[config.mk]
export PLATFORM = sky130hd
export DESIGN_NAME = input_and_mar_flat
export DESIGN_NICKNAME = d
export VERILOG_FILES = /design/src/rtl/input_and_mar_pkg.sv /design/src/rtl/input_and_mar_if.sv /design/src/rtl/input_and_mar.sv /design/src/flat_wrapper.sv
export SDC_FILE = /design/constraint.sdc
export NUM_CORES = 1
export LEC_CHECK = 0
export ABC_CLOCK_PERIOD_IN_PS = 900
export CAP_MARGIN = 20
export CORE_UTILIZATION = 25
export DETAILED_ROUTE_END_ITERATION = 12
export GPL_TIMING_DRIVEN = 1
export HOLD_SLACK_MARGIN = 0.03
export PLACE_DENSITY = 0.74
export REMOVE_ABC_BUFFERS = 1
export SLEW_MARGIN = 15
export SYNTH_ARGS = -nofsm -noshare
export SYNTH_HDL_FRONTEND = slang
export SYNTH_SLANG_ARGS = --single-unit
[constraint.sdc]
create_clock -name clk -period 0.9 [get_ports clk]
set_input_delay 0.135 -clock clk [delete_from_list [all_inputs] [get_ports clk]]
set_output_delay 0.135 -clock clk [all_outputs]
set_load 0.05 [all_outputs]
[src/rtl/input_and_mar_pkg.sv]
`default_nettype none
// ============================================================================
// Module      : input_and_mar_pkg
// Description : Shared constants for the SAP-2-mini input selector and MAR.
//               ADDR_WIDTH is the CPU-wide address width. It is used as the
//               default WIDTH of the MAR and of its bus interface.
// Revision    : 1.0 - initial release
// ============================================================================
package input_and_mar_pkg;

  // CPU-wide address width (RAM address lines and W-bus address field).
  localparam int ADDR_WIDTH = 8;

endpackage : input_and_mar_pkg
`default_nettype wire

[src/rtl/input_and_mar_if.sv]
`default_nettype none
// ============================================================================
// Module      : input_and_mar_if
// Description : Load/select/address bundle between the control side and the
//               MAR.
//                 lm   - load-MAR enable, active high
//                 prog - source select: 1 = switches (in), 0 = W-bus (a)
//                 a    - address from the W-bus (run mode)
//                 in   - address from the front-panel switches (program mode)
//                 out  - registered MAR contents, to the RAM address inputs
//               master : drives lm/prog/a/in and observes out
//               slave  : the MAR itself; it samples lm/prog/a/in and drives out
// Revision    : 1.0 - initial release
// ============================================================================
interface input_and_mar_if
  import input_and_mar_pkg::*;
#(
  parameter int WIDTH = ADDR_WIDTH
);

  logic             lm;
  logic             prog;
  logic [WIDTH-1:0] a;
  logic [WIDTH-1:0] in;
  logic [WIDTH-1:0] out;

  modport master (
    output lm,
    output prog,
    output a,
    output in,
    input  out
  );

  modport slave (
    input  lm,
    input  prog,
    input  a,
    input  in,
    output out
  );

endinterface : input_and_mar_if
`default_nettype wire

[src/rtl/input_and_mar.sv]
`default_nettype none
// ============================================================================
// Module      : input_and_mar
// Description : Memory Address Register with program/run input selector for
//               the SAP-2-mini CPU. In run mode the MAR loads from the W-bus
//               (a). In program mode it loads from the front-panel switches
//               (in). The register output drives the RAM address lines.
// Ports       : clk  - system clock, all state changes on its rising edge
//               clr  - synchronous active-high reset. It has priority over a
//                      load.
//               bus  - input_and_mar_if.slave (lm, prog, a, in, out)
// Revision    : 1.0 - initial release
// ============================================================================
module input_and_mar
  import input_and_mar_pkg::*;
#(
  parameter int               WIDTH       = ADDR_WIDTH,
  parameter logic [WIDTH-1:0] RESET_VALUE = '0
) (
  input  wire                 clk,
  input  wire                 clr,
  input_and_mar_if.slave      bus
);

  logic [WIDTH-1:0] mar;

  // The source mux sits in front of the register. out therefore has no
  // combinational path from any input. While lm is low, prog, a and in are
  // ignored.
  always_ff @(posedge clk) begin
    if (clr) begin
      mar <= RESET_VALUE;
    end else if (bus.lm) begin
      mar <= bus.prog ? bus.in : bus.a;
    end
  end

  assign bus.out = mar;

endmodule : input_and_mar
`default_nettype wire

[src/flat_wrapper.sv]
// flat-port wrapper written by rule: the top's interface ports become plain ports
module input_and_mar_flat import input_and_mar_pkg::*;
#(
  parameter int               WIDTH       = ADDR_WIDTH,
  parameter logic [WIDTH-1:0] RESET_VALUE = '0
)
  (clk, clr, bus_lm, bus_prog, bus_a, bus_in, bus_out);
  input_and_mar_if #(.WIDTH(WIDTH)) bus_i ();
  input  wire clk;
  input  wire clr;
  input wire logic [$bits(bus_i.lm)-1:0] bus_lm;
  input wire logic [$bits(bus_i.prog)-1:0] bus_prog;
  input wire logic [$bits(bus_i.a)-1:0] bus_a;
  input wire logic [$bits(bus_i.in)-1:0] bus_in;
  output wire logic [$bits(bus_i.out)-1:0] bus_out;
  assign bus_i.lm = bus_lm;
  assign bus_i.prog = bus_prog;
  assign bus_i.a = bus_a;
  assign bus_i.in = bus_in;
  assign bus_out = bus_i.out;
  input_and_mar #(.WIDTH(WIDTH), .RESET_VALUE(RESET_VALUE)) u_core (.clk(clk), .clr(clr), .bus(bus_i));
endmodule
==> qor_table.md, run 1 <==
| Quantity | This run |
| --- | --- |
| Crit-path leading delay family | flip-flops |
| Met3 Wirelength | 105 µm |
| Number of cells in the finished layout apart from fillers | 81 |
| Synth Area in Simple Gates | 8.14% |
| Metal-1 WL | 375 µm |
| Routability congestion estimate | 0.616 |
| Number of flip-flops under the largest register name | 8 |
| DRC violation total after the first TritonRoute iteration | 8 |
| Most frequent cells in the layout | 17 x sky130_fd_sc_hd__clkdlybuf4s50_1, 9 x sky130_fd_sc_hd__buf_12, 8 x sky130_fd_sc_hd__mux2i_1, 8 x sky130_fd_sc_hd__nor2_1, 8 x sky130_fd_sc_hd__dfxtp_2 |
| Wire length of the first global-routing pass | 1.33 mm |
| Worst Setup End Kind | output pin |
| Sequential area share after synthesis | 43.4% |
| Number of distinct library cells after synthesis | 8 |
| Post-cts hold buffer count | 0 |
| Horiz. Die Dim | 40.4 µm |
| Final clock skew | 0 ns |
| TritonRoute pass-1 iters | 4 |
| Final ANT Viol Nets | 0 |
| Crit path largest cell delay | 0.36 ns |
| Maximum fanout along the worst path | 2 |
| Multiplexer area fraction after synthesis | 21.7% |
| CP startpoint kind | flop |
| Average routed wire per standard cell | 11.2 µm |
| Total routed wirelength | 911 µm |
| Critical-path cell with the highest stage delay | sky130_fd_sc_hd__dfxtp_2 |
| Overall track demand over capacity in global routing | 12.8% |
| Port-buffer cells | 27 |
| Outcome | finished clean |
| Clock insertion delay at the later pin of the skew report | 0.24 ns |
| Design Power | 1.06 mW |
| RSZ-0062 raised after global routing | yes |
| Initial Util | 27.7% |
| Total length of routed met2 wires | 430 µm |
| Number of sinks on the clock net | 8 |
| Number of buffers created by CTS | 3 |
| R2R setup slack | 0.21 ns |
| Number of max-slew violations in the final report | 0 |
| Number of vias per cell after detailed routing | 4.67 |
| Syn_area_per_cell | 10.3 µm² |
| CTS max path bufs | 2 |
| Max Clock Freq | 1140 MHz |
| Number of violations of the max-capacitance limit | 0 |
| Worst slew margin relative to its limit | 76.5% |
| Required time at the endpoint of the critical path | 0.76 ns |
| Final-report hold violation count | 0 |
| Clock tree from TritonCTS | yes |
| Flops & latches, synth | 8 |
| Cell-by-cell listing of the critical path | buf_12 |
| Dpl cells | 77 |
| Area enclosed by the die boundary | 0.00163 mm² |
| Chip height | 40.4 µm |
| Commonest non-fill, non-tap cell in the layout | sky130_fd_sc_hd__clkdlybuf4s50_1 |
| Total leakage power | 0.334 nW |
| H-tree levels | 1 |
| Std-Cell Rows | 13 |
| Placed Instance Area | 739 µm² |
| Via count of the first global-routing pass | 332 |
| Number of endpoints failing setup at the final stage | 0 |
| Number of top-level pins | 28 |
| Highest signal layer in the routed design | met3 |
| Critical path arrival | 0.74 ns |
| Share of final-layout standard cells stronger than drive strength 1 | 37.9% |
| XOR/XNOR share of the synthesized area | 0% |
| Synthesis-to-finish area growth | 113% |
| Source of the worst register-to-register timing path | u_core.bus.out[6] |
| Std-Cell Core Area | 0.00133 mm² |
| DRC violation count after routing | 0 |
| Crit share post-route | 97.6% |
| Total global routing overflow | 0 |
| Beginning of the worst hold path | bus_lm |
| Synthesized area | 369 µm² |
| Share of the synthesized area in compound gates (AO/OA/AOI/OAI) | 17.6% |
| Net count, final | 88 |
| Power density over the cells | 1350 mW/mm² |
| Hold slack | 0.295 ns |
| Buffers plus inverters on the worst setup path | 1 |
| Class of the most critical hold timing path | input port to flop |
| Cells after synthesis | 36 |
| Cell area after layout | 787 µm² |
| Number of antenna violations at the first check in global routing | 0 |
| Kind of critical path | flop to output pin |
| Post-CTS setup buffer count | 0 |
| Largest net degree at the start of global routing | 11 |
| Main combinational cell family by area after synthesis | multiplexers |
| Total number of vias | 378 |
| Count of inserted antenna diode cells | 0 |
| Max VDD drop | 0.658 mV |
| Clock tree root driver cell | sky130_fd_sc_hd__clkbuf_4 |
| Crit path from | u_core.bus.out[3] |
| Yosys synthesis warning count | 0 |
| Worst-Margin Slew | 0.351 ns |
| Min Tclk post-route | 0.878 ns |
| CTS clk-pin slew, worst paths | 0.05 ns |
| Fraction of the mapped netlist area in adder cells | 0% |
[synthesized netlist by cell type]
| library cell | number | area, µm² |
|---|---|---|
| sky130_fd_sc_hd__dfxtp_1 | 8 | 160 |
| sky130_fd_sc_hd__mux2i_1 | 8 | 80.1 |
| sky130_fd_sc_hd__nor2_1 | 8 | 30.0 |
| sky130_fd_sc_hd__a211oi_1 | 7 | 52.6 |
| sky130_fd_sc_hd__buf_6 | 2 | 22.5 |
| sky130_fd_sc_hd__a211oi_2 | 1 | 12.5 |
| sky130_fd_sc_hd__buf_1 | 1 | 3.75 |
| sky130_fd_sc_hd__buf_4 | 1 | 7.51 |
[final cells by class]
cell class	count	area, µm²
Clock buffer	3	22.5
Timing Repair Buffer	31	395
Sequential cell	8	170
Fill cell	125	547
Multi-Input combinational cell	24	180
Tap cell	15	18.8
[per-stage QoR]
stage          worst slack (ns)  util [%]  setup TNS (ns)
2_1_floorplan           -0.0749         -          -0.447
3_3_place_gp             -0.304      55.4           -2.21
3_5_place_dp             -0.327      55.4           -2.36
4_1_cts                  0.0119      57.8               0
5_1_grt                -0.00297      59.0        -0.00297
6_report                 0.0216      59.0               0
[final timing paths]
kind,endpoint,cells past startpoint
max,bus_out[3],1
min,u_core.bus.out[7],3
max reg2reg,u_core.bus.out[6],2
min reg2reg,u_core.bus.out[7],2
[power breakdown]
group	internal [mW]	switching [mW]
registers	0.388	0.0282
clock network	0.152	0.116
logic	0.218	0.162
total	0.757	0.305
[metal layers]
layer,GRT usage [%],vias to the layer above
li1,-,191
met3,5.56,0
met4,10.0,0
met2,18.3,20
met5,0,-
met1,14.6,167
[cell families (layout without fill, tap and decap cells)]
| logic type | Yosys count | after routing |
|---|---|---|
| compound gates | 8 | 8 |
| mux | 8 | 8 |
| flops | 8 | 8 |
| simple gates | 8 | 8 |
| buf+inv | 4 | 34 |
[timing repair]
item	CTS	global route
pin swaps	0	0
hold endpoints to repair	0	0
gates cloned	0	1
endpoints found under the setup margin	16	4
resized for setup	9	3
No activity file was read; power rests on OpenSTA's default activity.
==> run 2, diff against run 1 <==
--- a/config.mk
+++ b/config.mk
@@ -6,12 +6,12 @@
 export NUM_CORES = 1
 export LEC_CHECK = 0
 export ABC_CLOCK_PERIOD_IN_PS = 900
-export CAP_MARGIN = 20
-export CORE_UTILIZATION = 25
+export CELL_PAD_IN_SITES_DETAIL_PLACEMENT = 1
+export CELL_PAD_IN_SITES_GLOBAL_PLACEMENT = 2
+export CORE_UTILIZATION = 16
 export DETAILED_ROUTE_END_ITERATION = 12
 export GPL_TIMING_DRIVEN = 1
-export HOLD_SLACK_MARGIN = 0.03
-export PLACE_DENSITY = 0.74
+export PLACE_DENSITY = 0.84
 export REMOVE_ABC_BUFFERS = 1
 export SLEW_MARGIN = 15
 export SYNTH_ARGS = -nofsm -noshare
==> run 2 against run 1 <==
Clock power is essentially flat; power grew 1.1%; routed wire length grew 23%; hold slack lost 0.025 ns; final area grew 5.9%; largest power group unchanged; largest cell class unchanged; via count grew 2.9%; sequential share of layout area shrank 0.60 points; flip-flop and latch count is the same.
==> qor_table.md, run 2 (synthesis gave the netlist of run 1 again) <==
| Quantity | This run |
| --- | --- |
| Share of final-layout standard cells stronger than drive strength 1 | 42.0% |
| Wire length of the first global-routing pass | 1.77 mm |
| CTS max path bufs | 2 |
| Min Tclk post-route | 0.880 ns |
| Horiz. Die Dim | 50.0 µm |
| Worst setup margin | 0.0202 ns |
| Count of inserted antenna diode cells | 0 |
| Beginning of the worst hold path | bus_lm |
| Power density over the cells | 1290 mW/mm² |
| Crit-path leading delay family | flip-flops |
| Via count of the first global-routing pass | 424 |
| RSZ-0062 raised after global routing | yes |
| Number of buffers created by CTS | 3 |
| Worst r2r path cells | 3 |
| Std-Cell Rows | 17 |
| Final-report hold violation count | 0 |
| Total routed wirelength | 1.12 mm |
| Number of max-slew violations in the final report | 0 |
| Largest net degree at the start of global routing | 9 |
| Number of top-level pins | 28 |
| CTS clk-pin slew, worst paths | 0.05 ns |
| Routability congestion estimate | 0.596 |
| Crit path from | u_core.bus.out[2] |
| Number of vias per cell after detailed routing | 4.01 |
| Crit share post-route | 97.8% |
| Number of violations of the max-capacitance limit | 0 |
| Average routed wire per standard cell | 11.6 µm |
| Buffers plus inverters on the worst setup path | 1 |
| Class of the most critical hold timing path | input port to flop |
| Max Clock Freq | 1140 MHz |
| Number of antenna violations at the first check in global routing | 0 |
| Pre-CTS setup slack | -0.356 ns |
| Initial Util | 16.8% |
| Std-Cell Core Area | 0.00219 mm² |
| Total number of vias | 389 |
| Net count, final | 91 |
| Worst Setup End Kind | output pin |
| DRC violation count after routing | 0 |
| Commonest non-fill, non-tap cell in the layout | sky130_fd_sc_hd__clkdlybuf4s50_1 |
| Utilization after layout | 38.0% |
| Kind of critical path | flop to output pin |
| Overall track demand over capacity in global routing | 9.87% |
| Source of the worst register-to-register timing path | u_core.bus.out[4] |
| Port-buffer cells | 27 |
| Cell-by-cell listing of the critical path | buf_12 |
| Final ANT Viol Nets | 0 |
| Chip height | 50.0 µm |
| Most frequent cells in the layout | 17 x sky130_fd_sc_hd__clkdlybuf4s50_1, 8 x sky130_fd_sc_hd__mux2i_1, 8 x sky130_fd_sc_hd__nor2_1, 8 x sky130_fd_sc_hd__buf_12, 6 x sky130_fd_sc_hd__dfxtp_2 |
| Worst-Margin Slew | 0.203 ns |
| Max VDD drop | 0.512 mV |
| Hold Crit Endpoint | u_core.bus.out[2] |
| Total negative setup slack | 0 ns |
| Number of cells in the finished layout apart from fillers | 97 |
| Clock insertion delay at the later pin of the skew report | 0.25 ns |
| Outcome | finished clean |
| Critical path arrival | 0.74 ns |
| Number of sinks on the clock net | 8 |
| Clock tree root driver cell | sky130_fd_sc_hd__clkbuf_4 |
| Total leakage power | 0.349 nW |
| Dpl cells | 93 |
| Required time at the endpoint of the critical path | 0.76 ns |
| Number of fillers in the final layout | 263 |
| Final clock skew | 0 ns |
| Area enclosed by the die boundary | 0.00250 mm² |
| Hold slack | 0.270 ns |
| Number of flip-flops under the largest register name | 8 |
| CP startpoint kind | flop |
| H-tree levels | 1 |
| DRC violation total after the first TritonRoute iteration | 0 |
| Critical-path cell with the highest stage delay | sky130_fd_sc_hd__dfxtp_4 |
| Maximum fanout along the worst path | 2 |
| Worst slew margin relative to its limit | 86.1% |
| Total global routing overflow | 0 |
| Number of endpoints failing setup at the final stage | 0 |
| TritonRoute pass-1 iters | 1 |
| Clock tree from TritonCTS | yes |
| R2R setup slack | 0.15 ns |
| Synthesis-to-finish area growth | 126% |
| Worst hold stages | 3 |
| Crit path largest cell delay | 0.35 ns |
| Endpoint of the most critical register-to-register path | u_core.bus.out[4] |
## run 2: how the worst max path moves through the flow
stage | endpoint | depth (start not counted)
final | bus_out[2] | 1
after detailed placement | u_core.bus.out[7] | 4
after CTS | bus_out[1] | 1
after global placement | u_core.bus.out[5] | 4
after floorplan | u_core.bus.out[6] | 2
after global routing | bus_out[2] | 1
## run 2: layout make-up
type	count	area (µm²)	share of cell area [%]
Timing Repair Buffer	34	415	49.8
Sequential cell	8	175	21.0
Tap cell	28	35.0	4.20
Multi-Input combinational cell	24	185	22.2
Clock buffer	3	22.5	2.70
## run 2: report_power, final
group	switching [mW]	internal, mW	leakage [nW]
clock network	0.114	0.152	0.0138
registers	0.0296	0.385	0.0694
logic	0.167	0.227	0.266
## run 2: timing repair
action | 4_1_cts | 5_1_grt
resized for setup | 11 | 6
gates cloned | 0 | 0
setup buffers | 0 | 1
setup endpoints to repair | 15 | 10
hold buffers | 0 | 0
pin swaps | 1 | 0
## run 2: metrics by stage
stage	power (mW)	cell area, µm²
6_report	1.07	833
5_1_grt	1.13	833
4_1_cts	1.09	806
3_5_place_dp	0.800	766
3_3_place_gp	0.793	766
2_1_floorplan	0.544	335
## run 2: routing by layer
metal	wire length (µm)	part of all wire [%]	track usage, %
met3	83	7.4	4.01
met1	475	42	10.7
met4	0	0	4.29
met5	0	0	0
met2	564	50	16.7
==> run 3, diff against run 2 <==
--- a/config.mk
+++ b/config.mk
@@ -5,7 +5,7 @@
 export SDC_FILE = /design/constraint.sdc
 export NUM_CORES = 1
 export LEC_CHECK = 0
-export ABC_CLOCK_PERIOD_IN_PS = 900
+export ABC_CLOCK_PERIOD_IN_PS = 1000
 export CELL_PAD_IN_SITES_DETAIL_PLACEMENT = 1
 export CELL_PAD_IN_SITES_GLOBAL_PLACEMENT = 2
 export CORE_UTILIZATION = 16
==> constraint.sdc (replaced) <==
create_clock -name clk -period 1 [get_ports clk]
set_input_delay 0.15 -clock clk [delete_from_list [all_inputs] [get_ports clk]]
set_output_delay 0.15 -clock clk [all_outputs]
set_load 0.05 [all_outputs]
==> run 3 against run 2 <==
Sequential share of layout area shrank 1.1 points; core utilization shrank 1.4 points; final cell count shrank 1.0%; sequential power shrank 11%; clock-buffer cell count is the same; die area is the same; register-to-register slack gained 0.10 ns; critical endpoint unchanged.
==> qor_table.md, run 3 (synthesis gave the netlist of run 1 again) <==
| Quantity | This run |
| --- | --- |
| Outcome | finished clean |
| RSZ-0062 raised after global routing | no |
| Routing usage on met2 | 17.6% |
| Utilization after layout | 36.7% |
| Multi-input gate area | 184 µm² |
| Beginning of the worst hold path | bus_prog |
| CP startpoint kind | flop |
| Number of cells in the finished layout apart from fillers | 96 |
| TritonRoute pass-1 iters | 2 |
| Number of antenna violations at the first check in global routing | 0 |
| Chip height | 50.0 µm |
| DRC violation count after routing | 0 |
| Cell area after layout | 803 µm² |
| Maximum fanout along the worst path | 2 |
| Initial Util | 16.8% |
| CTS max path bufs | 2 |
| Average routed wire per standard cell | 12.2 µm |
| Number of top-level pins | 28 |
| Clock tree root driver cell | sky130_fd_sc_hd__clkbuf_4 |
| H-tree levels | 1 |
| Number of endpoints failing setup at the final stage | 0 |
| Std-Cell Core Area | 0.00219 mm² |
| Most frequent cells in the layout | 18 x sky130_fd_sc_hd__clkdlybuf4s50_1, 8 x sky130_fd_sc_hd__nor2_1, 8 x sky130_fd_sc_hd__buf_12, 8 x sky130_fd_sc_hd__dfxtp_1, 7 x sky130_fd_sc_hd__mux2i_1 |
| Critical-path cell with the highest stage delay | sky130_fd_sc_hd__dfxtp_1 |
| Worst Setup End Kind | output pin |
| Kind of critical path | flop to output pin |
| Source of the worst register-to-register timing path | u_core.bus.out[0] |
| Buffers plus inverters on the worst setup path | 1 |
| Crit-path leading delay family | flip-flops |
| Number of buffers created by CTS | 3 |
| Total routed wirelength | 1.17 mm |
| Final clock skew | 0 ns |
| Synthesis-to-finish area growth | 118% |
| Endpoint of the most critical register-to-register path | u_core.bus.out[0] |
| Max Clock Freq | 1050 MHz |
| Crit path largest cell delay | 0.39 ns |
| Horiz. Die Dim | 50.0 µm |
| Clock insertion delay at the later pin of the skew report | 0.25 ns |
| Area enclosed by the die boundary | 0.00250 mm² |
| Std-Cell Rows | 17 |
| Footprint of the flip-flops and latches | 160 µm² |
| Required time at the endpoint of the critical path | 0.85 ns |
| Total negative setup slack | 0 ns |
| Min Tclk post-route | 0.953 ns |
| Net count, final | 90 |
| Worst r2r path cells | 2 |
| DRC violation total after the first TritonRoute iteration | 2 |
| Cell-by-cell listing of the critical path | buf_12 |
| Post-cts hold buffer count | 0 |
| Number of fillers in the final layout | 259 |
| Overall track demand over capacity in global routing | 10.3% |
| Routability congestion estimate | 0.596 |
| Critical path arrival | 0.80 ns |
| Design Power | 0.960 mW |
| Number of flip-flops under the largest register name | 8 |
| Final ANT Viol Nets | 0 |
| Number of violations of the max-capacitance limit | 0 |
| Worst slew margin relative to its limit | 88.7% |
| Wire length of the first global-routing pass | 1.81 mm |
| Number of max-slew violations in the final report | 0 |
| Worst hold stages | 4 |
| Hold Crit Endpoint | u_core.bus.out[2] |
| Crit share post-route | 95.3% |
| Number of vias per cell after detailed routing | 4.01 |
| Class of the most critical hold timing path | input port to flop |
| Placed Instance Area | 766 µm² |
| Total global routing overflow | 0 |
| R2R setup slack | 0.25 ns |
| Max VDD drop | 0.402 mV |
| CTS clk-pin slew, worst paths | 0.05 ns |
| Total leakage power | 0.335 nW |
| Power density over the cells | 1200 mW/mm² |
| Dpl cells | 93 |
| Number of sinks on the clock net | 8 |
| Share of final-layout standard cells stronger than drive strength 1 | 29.4% |
| Largest net degree at the start of global routing | 9 |
| Most heavily used metal layer in global routing | met2 |
| Met3 track utilization from global routing | 4.01% |
| Via count of the first global-routing pass | 443 |
| Dpl hpwl | 949 µm |
| Commonest non-fill, non-tap cell in the layout | sky130_fd_sc_hd__clkdlybuf4s50_1 |
| Total number of vias | 385 |
| Final-report hold violation count | 0 |
| Port-buffer cells | 27 |
| Clock tree from TritonCTS | yes |
| Met1 track utilization from global routing | 10.5% |
| Worst-Margin Slew | 0.165 ns |
| Count of inserted antenna diode cells | 0 |
-- run 3: repair_timing --
| item | in CTS | in global routing |
|---|---|---|
| setup buffers | 0 | 0 |
| cloned | 0 | 0 |
| endpoints found under the setup margin | 1 | 4 |
| pin swaps | 1 | 0 |
| resized for setup | 0 | 4 |
-- run 3: stage by stage --
stage,hold slack [ns],setup slack (ns)
floorplan,0.215,0.0251
global placement,0.510,-0.194
detailed placement,0.524,-0.271
CTS,0.533,0.00108
global route,0.476,0.00206
finish,0.458,0.0471
-- run 3: tightest hold or removal path, stage by stage --
cell and delay, ns:
sky130_fd_sc_hd__dlymetal6s2s_1 0.14, sky130_fd_sc_hd__buf_6 0.14, sky130_fd_sc_hd__mux2i_1 0.14, sky130_fd_sc_hd__a211oi_1 0.08
-- run 3: how the worst max path moves through the flow --
| stage | startpoint | depth (start not counted) | slack (ns) | end |
|---|---|---|---|---|
| finish | u_core.bus.out[2] | 1 | 0.05 | bus_out[2] |
| global route | u_core.bus.out[2] | 1 | 0.002 | bus_out[2] |
| CTS | bus_prog | 4 | 0.001 | u_core.bus.out[7] |
| detailed placement | bus_prog | 4 | -0.27 | u_core.bus.out[7] |
| global placement | bus_prog | 4 | -0.19 | u_core.bus.out[5] |
| floorplan | u_core.bus.out[6] | 2 | 0.03 | u_core.bus.out[6] |
-- run 3: metal layers --
layer	vias to the layer above	share of wire [%]	wire length (µm)
li1	192	-	-
met1	176	42	490
met2	17	51	598
met3	0	6.8	79
met4	0	0	0
met5	-	0	0
-- run 3: where the power goes --
group / total (mW) / switching [mW] / leakage [nW] / internal (mW)
logic: 0.349 / 0.150 / 0.254 / 0.199
clock network: 0.240 / 0.103 / 0.0138 / 0.137
registers: 0.370 / 0.0269 / 0.0665 / 0.343
-- run 3: final cells by class --
type | instances | area share, %
Sequential cell | 8 | 19.9
Tap cell | 28 | 4.36
Timing Repair Buffer | 33 | 50.0
Multi-Input combinational cell | 24 | 22.9
Clock buffer | 3 | 2.80
